[src/rtl/cpu_types_pkg.sv]
// Shared CPU datapath types: bus word, arbiter FSM states and arbiter defaults.
package cpu_types_pkg;

    typedef logic [31:0] word_t;

    typedef enum logic [1:0] {
        IDLE,
        IACC,
        DACC,
        DONE
    } arb_state_t;

    localparam int unsigned MAX_DSTREAK_DEFAULT = 4;
    localparam int unsigned TIMEOUT_DEFAULT     = 64;

endpackage

[src/rtl/memory_arbiter.sv]
// Single-port RAM arbiter between instruction fetch and data access, with a
// bounded data streak against instruction starvation and an access timeout.
module memory_arbiter
    import cpu_types_pkg::*;
#(
    parameter int unsigned MAX_DSTREAK = MAX_DSTREAK_DEFAULT,
    parameter int unsigned TIMEOUT     = TIMEOUT_DEFAULT
) (
    input  logic  CLK,
    input  logic  RST,
    input  logic  imemREN,
    input  word_t imemaddr,
    input  logic  dmemREN,
    input  logic  dmemWEN,
    input  word_t dmemaddr,
    input  word_t dmemstore,
    output logic  ihit,
    output word_t imemload,
    output logic  dhit,
    output word_t dmemload,
    output logic  ram_ren,
    output logic  ram_wen,
    output word_t ram_addr,
    output word_t ram_store,
    input  word_t ram_load,
    input  logic  ram_rdy,
    output logic  arb_err
);

    localparam int unsigned SW = (MAX_DSTREAK > 1) ? $clog2(MAX_DSTREAK + 1) : 1;
    localparam int unsigned TW = (TIMEOUT > 2) ? $clog2(TIMEOUT) : 1;
    localparam logic [SW-1:0] STREAK_MAX = SW'(MAX_DSTREAK);
    localparam logic [TW-1:0] TO_LAST    = TW'(TIMEOUT - 1);

    arb_state_t    state;
    logic [SW-1:0] streak;
    logic [TW-1:0] to_cnt;
    logic          dreq;
    logic          ifirst;

    assign dreq   = dmemREN | dmemWEN;
    assign ifirst = imemREN && (streak == STREAK_MAX);

    always_ff @(posedge CLK) begin
        if (RST) begin
            state     <= IDLE;
            streak    <= '0;
            to_cnt    <= '0;
            ihit      <= 1'b0;
            dhit      <= 1'b0;
            imemload  <= '0;
            dmemload  <= '0;
            ram_ren   <= 1'b0;
            ram_wen   <= 1'b0;
            ram_addr  <= '0;
            ram_store <= '0;
            arb_err   <= 1'b0;
        end else begin
            // Hits and load data live for exactly one cycle; no stale data leaks out.
            ihit     <= 1'b0;
            dhit     <= 1'b0;
            imemload <= '0;
            dmemload <= '0;
            case (state)
                IDLE: begin
                    to_cnt <= '0;
                    if (!imemREN) begin
                        streak <= '0;
                    end
                    if (dreq && !ifirst) begin
                        state     <= DACC;
                        ram_addr  <= dmemaddr;
                        ram_wen   <= dmemWEN;
                        ram_ren   <= ~dmemWEN;
                        ram_store <= dmemWEN ? dmemstore : '0;
                        // ifirst is false here, so streak < STREAK_MAX: saturation holds.
                        if (imemREN) begin
                            streak <= streak + SW'(1);
                        end
                    end else if (imemREN) begin
                        state     <= IACC;
                        streak    <= '0;
                        ram_addr  <= imemaddr;
                        ram_ren   <= 1'b1;
                        ram_wen   <= 1'b0;
                        ram_store <= '0;
                    end
                end
                IACC, DACC: begin
                    if (ram_rdy) begin
                        state   <= DONE;
                        ram_ren <= 1'b0;
                        ram_wen <= 1'b0;
                        if (state == IACC) begin
                            ihit     <= 1'b1;
                            imemload <= ram_load;
                        end else begin
                            dhit     <= 1'b1;
                            dmemload <= ram_wen ? '0 : ram_load;
                        end
                    end else if (to_cnt == TO_LAST) begin
                        state   <= IDLE;
                        ram_ren <= 1'b0;
                        ram_wen <= 1'b0;
                        arb_err <= 1'b1;
                    end else begin
                        to_cnt <= to_cnt + TW'(1);
                    end
                end
                DONE: begin
                    state <= IDLE;
                end
                default: begin
                    state <= IDLE;
                end
            endcase
        end
    end

endmodule

[config.mk]
export PLATFORM = sky130hd
export DESIGN_NAME = memory_arbiter
export DESIGN_NICKNAME = d
export VERILOG_FILES = /design/src/rtl/cpu_types_pkg.sv /design/src/rtl/memory_arbiter.sv
export SDC_FILE = /design/constraint.sdc
export NUM_CORES = 1
export LEC_CHECK = 0
export CAP_MARGIN = 20
export CORE_MARGIN = 3
export CORE_UTILIZATION = 36
export CTS_CLUSTER_SIZE = 14
export DETAILED_ROUTE_END_ITERATION = 12
export PLACE_DENSITY = 0.75
export REMOVE_ABC_BUFFERS = 1
export SETUP_SLACK_MARGIN = 0.5
export SYNTH_ARGS = -nofsm -noshare
export SYNTH_HDL_FRONTEND = slang
export SYNTH_SLANG_ARGS = --single-unit
[constraint.sdc]
create_clock -name CLK -period 1.64 [get_ports CLK]
set_input_delay 0.492 -clock CLK [delete_from_list [all_inputs] [get_ports CLK]]
set_output_delay 0.492 -clock CLK [all_outputs]
set_load 0.02 [all_outputs]
After elaboration in Yosys (flattened, before gate mapping)
Cells that the tools add are included.

storage, ports and cells
  word-level logic and storage cells = 68
  input port bits = 134
  register bits = 144

operators by class
  add/subtract/negate cells = 2
  reduce and logical (&&, ||, !) cells = 15
  mux-type cells = 25
  bitwise operators = 5
  eq/ne operators = 9

operator list
  cell                                                 count
  2-to-1 mux 32 bit                                    5
  2-to-1 mux 6 bit                                     2
  case mux 6 bit (2 select lines)                      1
  AND reduction 3 bit                                  3
  2-to-1 mux 1 bit                                     8
  2-to-1 mux 2 bit                                     4
  adder 6 x 1 -> 6 bit, second input constant          1
  equality test 6 bit, second input constant           1
  2-to-1 mux 3 bit                                     2
  inequality test 3 bit, second input constant         2
  case mux 2 bit (3 select lines)                      1
  OR reduction 5 bit                                   1
  equality test 2 bit, second input constant           2
  inequality test 2 bit, second input constant         2
  NOT 1 bit                                            4
  case mux 1 bit (2 select lines)                      2
  AND reduction 2 bit                                  2
  nonzero test 2 bit                                   2
  OR reduction 4 bit                                   1
  adder 3 x 1 -> 3 bit, second input constant          1
  equality test 3 bit, second input constant           1
  OR reduction 3 bit                                   1
  equality test 2 x 1 -> 1 bit, second input constant  1
  logical AND 1 bit                                    2
  other kinds (4)                                      4

Depth between registers and ports, before layout
  depth in word-level cells = 6
  depth in mapped cells = 8

Worst setup path after synthesis
No wires, ideal clock.

  path type = flip-flop to flip-flop
  from = register state[0]
  to = register to_cnt[3]
  setup slack = -0.018 ns
  arrival = 1.591 ns
  library setup time = 0.067 ns
  stages on the path, launching flop included = 8
  data required time = 1.573 ns
  cell sequence = dfxtp_1 -> inv_1 -> ha_1 -> buf_4 -> inv_2 -> or3_1 -> mux2_4 -> a21oi_2

on the way
  cells in the longest elaborated chain, start to end = 4
  elaborated cells between the ends (all ways) = 9
  classes of those cells = eq/ne (4); mux (1); reduce/logical (4)

ends and longest elaborated chain
  element                                                                              RTL line               source
  start: declaration                                                                   memory_arbiter.sv:35   arb_state_t state;
  start signal: assignment                                                             memory_arbiter.sv:46   state <= IDLE;
  start signal: assignment                                                             memory_arbiter.sv:71   state <= DACC;
  start signal: assignment                                                             memory_arbiter.sv:81   state <= IACC;
  equality test 2 x 1 -> 1 bit / equality test 2 bit (equally long branches)           memory_arbiter.sv:64   case (state)
  OR reduction 2 bit                                                                   memory_arbiter.sv:64
  inequality test 2 bit (no source line) / nonzero test 2 bit (equally long branches)  --
  AND reduction 3 bit (no source line)                                                 --
  end signal: assignment                                                               memory_arbiter.sv:107  to_cnt <= to_cnt + TW'(1);
  end: declaration                                                                     memory_arbiter.sv:37   logic [TW-1:0] to_cnt;

Several ways; a longest one is shown, not always the timed one.
A chain may end at the register's enable or synchronous reset.

Final worst setup path
  from = register state[1]
  to = register dmemload[2]

on the way
  cells in the longest elaborated chain, start to end = 4
  elaborated cells between the ends (all ways) = 5
  classes of those cells = eq/ne (2); bitwise (1); reduce/logical (2)

ends and longest elaborated chain
  element                                                                     RTL line                                    source
  equality test 2 x 1 -> 1 bit / equality test 2 bit (equally long branches)  memory_arbiter.sv:64, memory_arbiter.sv:94
  OR reduction 2 bit                                                          memory_arbiter.sv:64
  NOT 1 bit (no source line)                                                  --
  OR reduction 5 bit (no source line) *                                       --
  end signal: assignment                                                      memory_arbiter.sv:99                        dmemload <= ram_wen ? '0 : ram_load;
  end: declaration                                                            memory_arbiter.sv:20                        output word_t dmemload,

Every way passes the cells marked *; elsewhere a longest branch is shown, timed or not.

==> run metrics <==
combinational share of power 46.9%; clock skew 0.004705 ns; vias 5129; die height 126.2 µm; # DRC 0; Yosys warning total 0; Maximum Capacitance Violations 0; Yosys reg bits 144; WL final 18890 µm; critical path arrival 2.03 ns; GRT Resource Usage Total 20.24%; Required @ worst endpoint 1.99 ns; final hold violations 0; Slew @ Worst Pin 0.4414 ns; NetSw 5.507 mW; Syn-to-layout area delta 102.5%; ANT nets after route 0; layout cells sized above 1 60.33%; Critical path buffers and inverters 4; Worst VDD drop 0.8765 mV; Pre-antenna DRT Iters 5; final period demand of the worst path 1.676 ns; Net Sw Frac 34.46%; Pwr Density 1518 nW/µm²; port bufs 266; Post-Syn Area 5197 µm²; vias in the first global route 5099; area of the multi-input gates 2733 µm²; Slew Viols, Final 0; crit path to dmemload[2]; DP Cell Count 936; CP Launch Type register; hold_buf cts 0; Netlist cell types 46; Reg area 3062 µm²; clock share of power 23.1%; vias per cell 4.970; failing checks setup timing; Worst path max stage delay 0.35 ns; status finished with violations; detailed placer's ending HPWL 11170 µm; dpl cell area 8173 µm²; CTS root buffer clkbuf_16; min-delay worst type primary input to register; post-layout util 75.24%; worst-skew pair later-pin latency 0.41 ns; Mapped Cells 497; Max Clock Freq 0.5966 GHz; largest net degree at the start of global routing 80; commonest non-fill, non-tap cell in the layout buf_6; R2R Setup Slk -0.04 ns; reg2reg end dmemload[2]; RSZ-0062 raised after global routing yes; Die Span X 126.2 µm; Final period util 102.2%; mean area per synthesized cell 10.46 µm²; Final GP Congestion 0.8388; Internal 10.47 mW; Core Area 13990 µm²; Final Non-Filler Cells 1032; clock tree buffer depth 2; sequential fraction of design power 30.0%; Sink Count 144; cells along the critical path inv_2 > ha_4 > inv_6 > nor4b_4 > and2b_2 > buf_6 > buf_16 > and2_4; worst r2r src state[1]; crit end category register; Post-synth EDFFs 0; cell depth of the worst setup path 8; Design Area, Final 10530 µm²; fill count 844; wire length per cell 18.31 µm; CTS tree yes; Rows 43; Crit Path Max Fanout 8; die area 15920 µm²; Worst Setup SP state[1]; most frequent cells in the layout buf_6, dfxtp_2, clkdlybuf4s50_1; grt total ovfl 0; first-pass GRT wire length 25810 µm; setup violators final 32; leakage 4.306 nW; number of buffers created by CTS 17; initial antenna violation count 0; CP top delay family simple AND/OR/NAND/NOR gates; starting density of the core 37.16%; Reg clk slew, reported paths 0.06 ns; worst reg-to-reg path cell count 8; final worst setup slack -0.03628 ns; Final #Nets 981; slowest CP cell dfxtp_2; Worst Setup Path Type register to register; Async SR Flop Fraction 0%; Setup WS pre-CTS -0.5746 ns; I/O pin count 267; diode count 0; Initial DRC Count 265; Main synth FF type dfxtp_1; post-synthesis sequential area ratio 55.46%; H-tree levels 4; Max-Slew Margin vs Limit 70.19%
-- repair_timing --
action,CTS,global route
buffers inserted,11,44
pin swaps,8,58
endpoints found under the setup margin,277,276
gates cloned,3,7
gates resized for setup,951,167
-- power groups by stage --
stage	sequential, mW	clock, mW	combinational, mW
4_1_cts	4.74	3.75	5.57
2_1_floorplan	5.13	0	1.55
3_3_place_gp	4.53	0	4.92
3_5_place_dp	4.56	0	5.01
5_1_grt	4.86	3.92	7.92
6_report	4.79	3.69	7.50
-- worst register-to-register path, cell delays in order, from the launching register on --
cell	delay, ns
dfxtp_2	0.35
inv_2	0.06
ha_4	0.29
inv_6	0.05
nor4b_4	0.27
and2b_2	0.22
buf_6	0.14
buf_16	0.13
and2_4	0.13
-- cell usage after synthesis, drive strengths merged, types with 2 or more instances --
library cell | count | area share (%)
a2111oi | 3 | 0.87
a211oi | 37 | 5.4
a21o | 2 | 0.34
a21oi | 13 | 1.3
a22oi | 32 | 4.6
and2 | 66 | 7.9
buf | 19 | 2.7
clkbuf | 18 | 1.4
dfxtp | 144 | 55
ha | 7 | 1.7
inv | 8 | 0.58
mux2i | 33 | 6.4
nand2 | 9 | 0.65
nand2b | 6 | 0.72
nand4 | 4 | 0.48
nor2 | 69 | 5.0
nor2b | 2 | 0.24
nor3 | 4 | 0.48
nor4b | 2 | 0.63
o21ai | 4 | 0.60
-- worst min path at each step --
stage	from	endpoint	slack, ns	depth (start not counted)
detailed placement	streak[1]	streak[1]	0.49	2
CTS	RST	dhit	0.37	2
global route	RST	dhit	0.38	2
floorplan	to_cnt[1]	to_cnt[1]	0.46	2
global placement	to_cnt[1]	to_cnt[1]	0.47	2
finish	RST	dhit	0.41	2
-- per-stage QoR --
| stage | power, mW | hold WS (ns) | TNS (ns) |
|---|---|---|---|
| after floorplan | 6.679 | 0.4555 | -65.32 |
| after global placement | 9.452 | 0.4728 | -42.98 |
| after detailed placement | 9.572 | 0.4896 | -48.31 |
| after CTS | 14.07 | 0.3656 | 0 |
| after global routing | 16.70 | 0.3762 | -1.786 |
| final | 15.98 | 0.4057 | -0.7826 |
-- sequential cells by signal (all words and copies together) (netlist names) --
| name | count |
|---|---|
| ihit | 1 |
| dmemload | 32 |
| ram_ren | 1 |
| imemload | 32 |
| to_cnt | 6 |
| streak | 3 |
| ram_wen | 1 |
| ram_addr | 32 |
| ram_store | 32 |
| state | 2 |
| dhit | 1 |
| arb_err | 1 |
-- per-layer routing --
layer  global-route usage [%]  wire, µm  vias up
li1                         -         -     2411
met1                    21.15      6990     2439
met2                    34.55      9576      245
met3                    10.69      1917       34
met4                    7.571       406        0
met5                        0         0        -
-- final cells by class --
cell class | count | area share [%]
clock buffers | 23 | 4.636
clock inverters | 8 | 0.7608
inverters | 8 | 0.3329
multi-input cells | 308 | 25.96
flip-flops and latches | 144 | 29.09
well taps | 180 | 2.140
repair buffers | 361 | 37.08
-- kinds of logic (layout without fill, tap and decap cells) --
family	count (synthesis)	in the layout	synth area share, %
buf+inv	45	400	4.718
simple gates	169	169	17.19
compound gates	98	98	14.30
mux	34	34	6.644
flops	144	144	55.46
fa+ha+maj	7	7	1.685
(Power assumes the default switching activity.)
